<file path="config.mk">
export PLATFORM = sky130hd
export DESIGN_NAME = program_memory_arbiter
export DESIGN_NICKNAME = d
export VERILOG_FILES = /design/src/rtl/program_memory_arbiter.sv
export SDC_FILE = /design/constraint.sdc
export NUM_CORES = 1
export LEC_CHECK = 0
export ABC_AREA = 1
export CORE_AREA = 2 2 95 97
export DETAILED_ROUTE_END_ITERATION = 8
export DIE_AREA = 0 0 97 99
export PLACE_DENSITY = 0.69
export SETUP_SLACK_MARGIN = 0.05
export SLEW_MARGIN = 20
export SYNTH_ARGS = -nofsm -noshare
export SYNTH_HDL_FRONTEND = slang
export SYNTH_SLANG_ARGS = --single-unit
</file>
<file path="constraint.sdc">
create_clock -name clk -period 2.1 [get_ports clk]
set_input_delay 0.315 -clock clk [delete_from_list [all_inputs] [get_ports clk]]
set_output_delay 0.315 -clock clk [all_outputs]
set_load 0.1 [all_outputs]
</file>
<file path="src/rtl/program_memory_arbiter.sv">
// Arbitrates one synchronous-read program memory between instruction fetch and a
// debug/loader port, with address checking and one-cycle response routing.
module program_memory_arbiter #(
  parameter int                    DATA_WIDTH    = 32,
  parameter int                    MEMORY_DEPTH  = 64,
  parameter int                    MEM_AW        = $clog2(MEMORY_DEPTH),
  parameter int                    MAX_DBG_BURST = 4,
  parameter logic [DATA_WIDTH-1:0] NOP_INSTR     = 32'h00000013
) (
  input  logic                  clk,
  input  logic                  reset,
  input  logic                  fetch_req_i,
  input  logic [DATA_WIDTH-1:0] fetch_addr_i,
  output logic                  fetch_gnt_o,
  output logic                  fetch_rvalid_o,
  output logic [DATA_WIDTH-1:0] fetch_rdata_o,
  output logic                  fetch_err_o,
  input  logic                  dbg_halt_i,
  input  logic                  dbg_req_i,
  input  logic                  dbg_we_i,
  input  logic [DATA_WIDTH-1:0] dbg_addr_i,
  input  logic [DATA_WIDTH-1:0] dbg_wdata_i,
  output logic                  dbg_gnt_o,
  output logic                  dbg_rvalid_o,
  output logic [DATA_WIDTH-1:0] dbg_rdata_o,
  output logic                  dbg_err_o,
  output logic                  mem_en_o,
  output logic                  mem_we_o,
  output logic [MEM_AW-1:0]     mem_addr_o,
  output logic [DATA_WIDTH-1:0] mem_wdata_o,
  input  logic [DATA_WIDTH-1:0] mem_rdata_i
);

  localparam int CW = $clog2(MAX_DBG_BURST + 1);

  typedef enum logic [1:0] {OWN_NONE, OWN_FETCH, OWN_DBG} owner_t;

  logic [CW-1:0]         burst_cnt;
  owner_t                owner_q;
  logic                  err_q;
  logic                  we_q;
  logic                  fetch_elig;
  logic                  sel_err;
  logic [DATA_WIDTH-1:0] sel_addr;

  assign fetch_elig = fetch_req_i && !dbg_halt_i;

  // Grants are suppressed while reset is high so every output reads 0 then.
  always_comb begin
    // NOTE: default every always_comb output first so no path infers a latch.
    dbg_gnt_o   = 1'b0;
    fetch_gnt_o = 1'b0;
    if (!reset) begin
      dbg_gnt_o   = dbg_req_i && !(fetch_elig && burst_cnt == CW'(MAX_DBG_BURST));
      fetch_gnt_o = fetch_elig && !dbg_gnt_o;
    end
  end

  assign sel_addr = dbg_gnt_o ? dbg_addr_i : fetch_addr_i;
  assign sel_err  = (sel_addr[1:0] != 2'b00) || ((sel_addr >> (MEM_AW + 2)) != '0);

  // Error accesses never reach the array; idle memory pins are held at 0.
  assign mem_en_o    = (fetch_gnt_o || dbg_gnt_o) && !sel_err;
  assign mem_we_o    = mem_en_o && dbg_gnt_o && dbg_we_i;
  assign mem_addr_o  = mem_en_o ? sel_addr[MEM_AW+1:2] : '0;
  assign mem_wdata_o = mem_en_o ? dbg_wdata_i : '0;

  always_ff @(posedge clk) begin
    // NOTE: sequential state uses non-blocking assignments so all registers
    // update together from pre-edge values.
    if (reset) begin
      burst_cnt <= '0;
      owner_q   <= OWN_NONE;
      err_q     <= 1'b0;
      we_q      <= 1'b0;
    end else begin
      if (fetch_gnt_o || !fetch_elig)
        burst_cnt <= '0;
      else if (dbg_gnt_o && burst_cnt != CW'(MAX_DBG_BURST))
        burst_cnt <= burst_cnt + 1'b1;

      if (fetch_gnt_o)    owner_q <= OWN_FETCH;
      else if (dbg_gnt_o) owner_q <= OWN_DBG;
      else                owner_q <= OWN_NONE;

      err_q <= sel_err;
      we_q  <= dbg_gnt_o && dbg_we_i;
    end
  end

  // Responses are gated by reset so a grant made just before reset is dropped.
  assign fetch_rvalid_o = !reset && owner_q == OWN_FETCH;
  assign fetch_err_o    = fetch_rvalid_o && err_q;
  assign fetch_rdata_o  = !fetch_rvalid_o ? '0 : (err_q ? NOP_INSTR : mem_rdata_i);

  assign dbg_rvalid_o = !reset && owner_q == OWN_DBG;
  assign dbg_err_o    = dbg_rvalid_o && err_q;
  assign dbg_rdata_o  = (dbg_rvalid_o && !err_q && !we_q) ? mem_rdata_i : '0;

endmodule

</file>
==> results.tsv <==
stage	metric	value	unit
setup_path	R2R depth	10	
yosys	Compound-Gate Fraction of Synth Area	0.0304	
clocking	TritonCTS Buffers	3	
setup_path	slowest stage cell, crit path	dfxtp_2	
yosys	post-synthesis mux area share	0	
cells_and_area	Area Overhead vs Synth	338	%
clocking	Clock Sinks	7	
global_route	GRT Total Usage	0.197	
floorplanning	die width	97	um
yosys	simple-gate share of the synthesized area	0.558	
setup_path	slowest stage delay, CP	320	ps
yosys	Synth Instances	306	
cells_and_area	share of layout cells above drive strength 1	0.487	
global_route	GR peak layer	met2	
route	vias after detailed routing	2825	
yosys	Adder-Cell Fraction of Synth Area	0.0174	
sta	min Tclk post-route	2280	ps
yosys	Post-Syn Nets	442	
sta	RSZ-0062 raised after global routing	yes	
route	DR iter-0 viols	27	
setup_path	Critical Path Source Type	flip-flop	
place	DP Cell Count	670	
sta	period utilization	1.09	
setup_path	cell family with most CP delay	simple AND/OR/NAND/NOR gates	
floorplanning	starting density of the core	0.169	
sta	Setup-failing EPs final	40	
cells_and_area	non-filler cells, final	687	
floorplanning	number of placed I/O pins	244	
setup_path	WP data arrival	1970	ps
setup_path	critical path class	flip-flop to output port	
setup_path	Reg2Reg Setup Slack	580	ps
sta	WHS	508	ps
power_and_ir_drop	static leakage	2.88	nW
setup_path	Critical Path RT	1780	ps
clocking	Worst-path clk slew	40	ps
global_route	met2 usage	0.400	
yosys	register bit total from synthesis	7	
power_and_ir_drop	final total power	968	uW
floorplanning	Die Y	99	um
route	Final ANT Viol Nets	0	
outcome	outcome	finished with violations	
global_route	largest net degree at the start of global routing	12	
yosys	largest family of logic cells by synthesized area	simple AND/OR/NAND/NOR gates	
setup_path	Buf/Inv on CP	4	
job	Max Cap Viol	0	
cells_and_area	# fillers	577	
setup_path	Setup crit end	mem_wdata_o[25]	
place	GPL Wtd Cong	0.811	
sta	slack of the critical path	-183	ps
clocking	Hold Buf Count CTS	0	
sta	Slew Viols, Final	0	
floorplanning	core area	0.00855	mm^2
cells_and_area	Non-Filler Cell Area, Final	0.00631	mm^2
route	Post-route DRC	0	
global_route	met1 GRT Util	0.190	
sta	Slew @ Worst Pin	330	ps
route	WL per Instance	14.2	um
yosys	Synth cell types	21	
setup_path	Worst R2R End	we_q	
sta	Layout Skew	1.24	ps
setup_path	CP endpoint kind	output port	
cells_and_area	antenna cells	0	
global_route	first-pass GRT wire length	15000	um
setup_path	crit-path most repeated cell	buf_12	
place	HPWL after DPL	8510	um
clocking	Clock Root Buffer	clkbuf_8	
floorplanning	# rows	34	
place	port bufs	243	
clocking	CTS HTree Levels	1	
route	Routed Wire Length	9770	um
global_route	initial antenna violation count	1	
setup_path	launch point of the worst path	burst_cnt[1]	
clocking	clock latency on the worst-skew pair	230	ps
place	Placed Area	0.00598	mm^2
global_route	total grt overflow	0	
setup_path	reg-to-reg startpoint	burst_cnt[1]	
setup_path	crit path cell chain	inv_2 -> ha_4 -> nand2_4 -> o21bai_4 -> nand3_2 -> nand2_2 -> nand3_4 -> buf_6 -> buf_12 -> nor2_4 -> buf_12	
yosys	Synth Warn #	0	
sta	fmax	438	MHz
yosys	Seq/Total Area, Yosys	0.0972	
outcome	failing checks	setup timing	
yosys	xor-xnor portion of the synthesized cell area	0.00608	
yosys	synthesized area	0.00144	mm^2
power_and_ir_drop	VDD IR max	0.132	mV
route	Detailed Routing Iterations Pass 1	4	
clocking	CTS Buffer Depth	2	
floorplanning	Die Area	0.00960	mm^2
clocking	CTS tree	built	
hold_path	Hold Path Class	flip-flop to flip-flop	
sta	Fin. Hold Viols	0	
cells_and_area	Final #Nets	716	
global_route	number of global-route vias before repair	3040	
power_and_ir_drop	PD cells	153	mW/mm^2
setup_path	Worst path depth	11	
cells_and_area	utilization after layout	0.738	
route	vias per std cell	4.11	
global_route	met3 usage	0.0596	
yosys	Mapped Avg Cell Area	4.71	um^2
setup_path	CP Max Fanout	6	
sta	Max transition margin	0.778	
[placed cells by master (no fill, tap or decap), drive strengths merged]
cell type | netlist | layout
a21oi | 4 | 4
buf | 7 | 147
clkbuf | 4 | 4
clkdlybuf4s15 | 0 | 1
clkdlybuf4s50 | 0 | 97
clkinv | 0 | 1
clkinvlp | 0 | 1
dfxtp | 7 | 7
dlygate4sd2 | 0 | 16
dlymetal6s2s | 0 | 19
ha | 2 | 2
inv | 90 | 88
nand2 | 43 | 43
nand3 | 7 | 7
nor2 | 137 | 137
nor3 | 1 | 1
nor4 | 1 | 1
o21ai | 1 | 1
o21bai | 1 | 1
xnor2 | 1 | 1
[cells in the mapped netlist (all sizes together)]
cell type | number | area [um^2]
inv | 90 | 338
a21oi | 4 | 20.0
o21bai | 1 | 18.8
ha | 2 | 25.0
buf | 7 | 66.3
nand3 | 7 | 45.0
nor2 | 137 | 582
xnor2 | 1 | 8.76
nor4 | 1 | 6.26
nor3 | 1 | 5.00
dfxtp | 7 | 140
clkbuf | 4 | 15.0
nand2 | 43 | 166
o21ai | 1 | 5.00
[tightest hold or removal path, stage by stage (launching register included)]
cell     delay [ps]
dfxtp_2         330
buf_4           110
nor2_1           40
[power breakdown]
part / switching [mW] / internal, mW / leakage [nW] / total [mW]
combinational: 0.319 / 0.322 / 2.80 / 0.641
clock: 0.0568 / 0.131 / 0.0228 / 0.188
sequential: 0.00202 / 0.138 / 0.0588 / 0.140
[registers in the layout, summed over array words and instances (netlist names)]
register and cells:
owner_q 2, err_q 1, we_q 1, burst_cnt 3
[metal layers]
metal | share of wire | vias to the layer above
met2 | 0.58 | 155
met1 | 0.32 | 1266
met4 | 0.015 | 2
met5 | 0.0013 | -
met3 | 0.085 | 12
li1 | - | 1390
[layout make-up]
| cell class | count | area [um^2] | area share |
|---|---|---|---|
| Timing Repair Buffer | 280 | 4000 | 0.634 |
| Multi-Input combinational cell | 198 | 1630 | 0.258 |
| Inverter | 90 | 357 | 0.0565 |
| Sequential cell | 7 | 144 | 0.0228 |
| Tap cell | 108 | 135 | 0.0214 |
| Clock buffer | 4 | 45.0 | 0.00714 |
[what timing repair did]
item	in CTS	in global routing
endpoints found under the setup margin	103	56
cloned	4	0
resized for setup	39	30
setup buffers	14	5
pin swaps	40	42
[worst min path at each step]
stage	from	to	slack (ps)	depth (start not counted)
after CTS	burst_cnt[0]	burst_cnt[0]	510	2
after detailed placement	burst_cnt[0]	burst_cnt[0]	420	1
after floorplan	reset	err_q	380	1
after global placement	burst_cnt[0]	burst_cnt[0]	410	1
after global routing	burst_cnt[0]	burst_cnt[0]	530	2
final	burst_cnt[0]	burst_cnt[0]	510	2
[kinds of logic after synthesis]
| logic type | count (synthesis) |
|---|---|
| buffers and inverters | 101 |
| adders and majority gates | 2 |
| and+or+nand+nor | 189 |
| AOI/OAI and AO/OA | 6 |
| DFF | 7 |
| xor gates and xnor gates | 1 |
[through the flow]
step	TNS [ps]	setup WS, ps
after global routing	-8740	-269
after CTS	-7500	-268
after global placement	-14630	-314
final	-5290	-183
after floorplan	-20450	-356
after detailed placement	-18730	-368
Power figures use the tool's default switching activity.
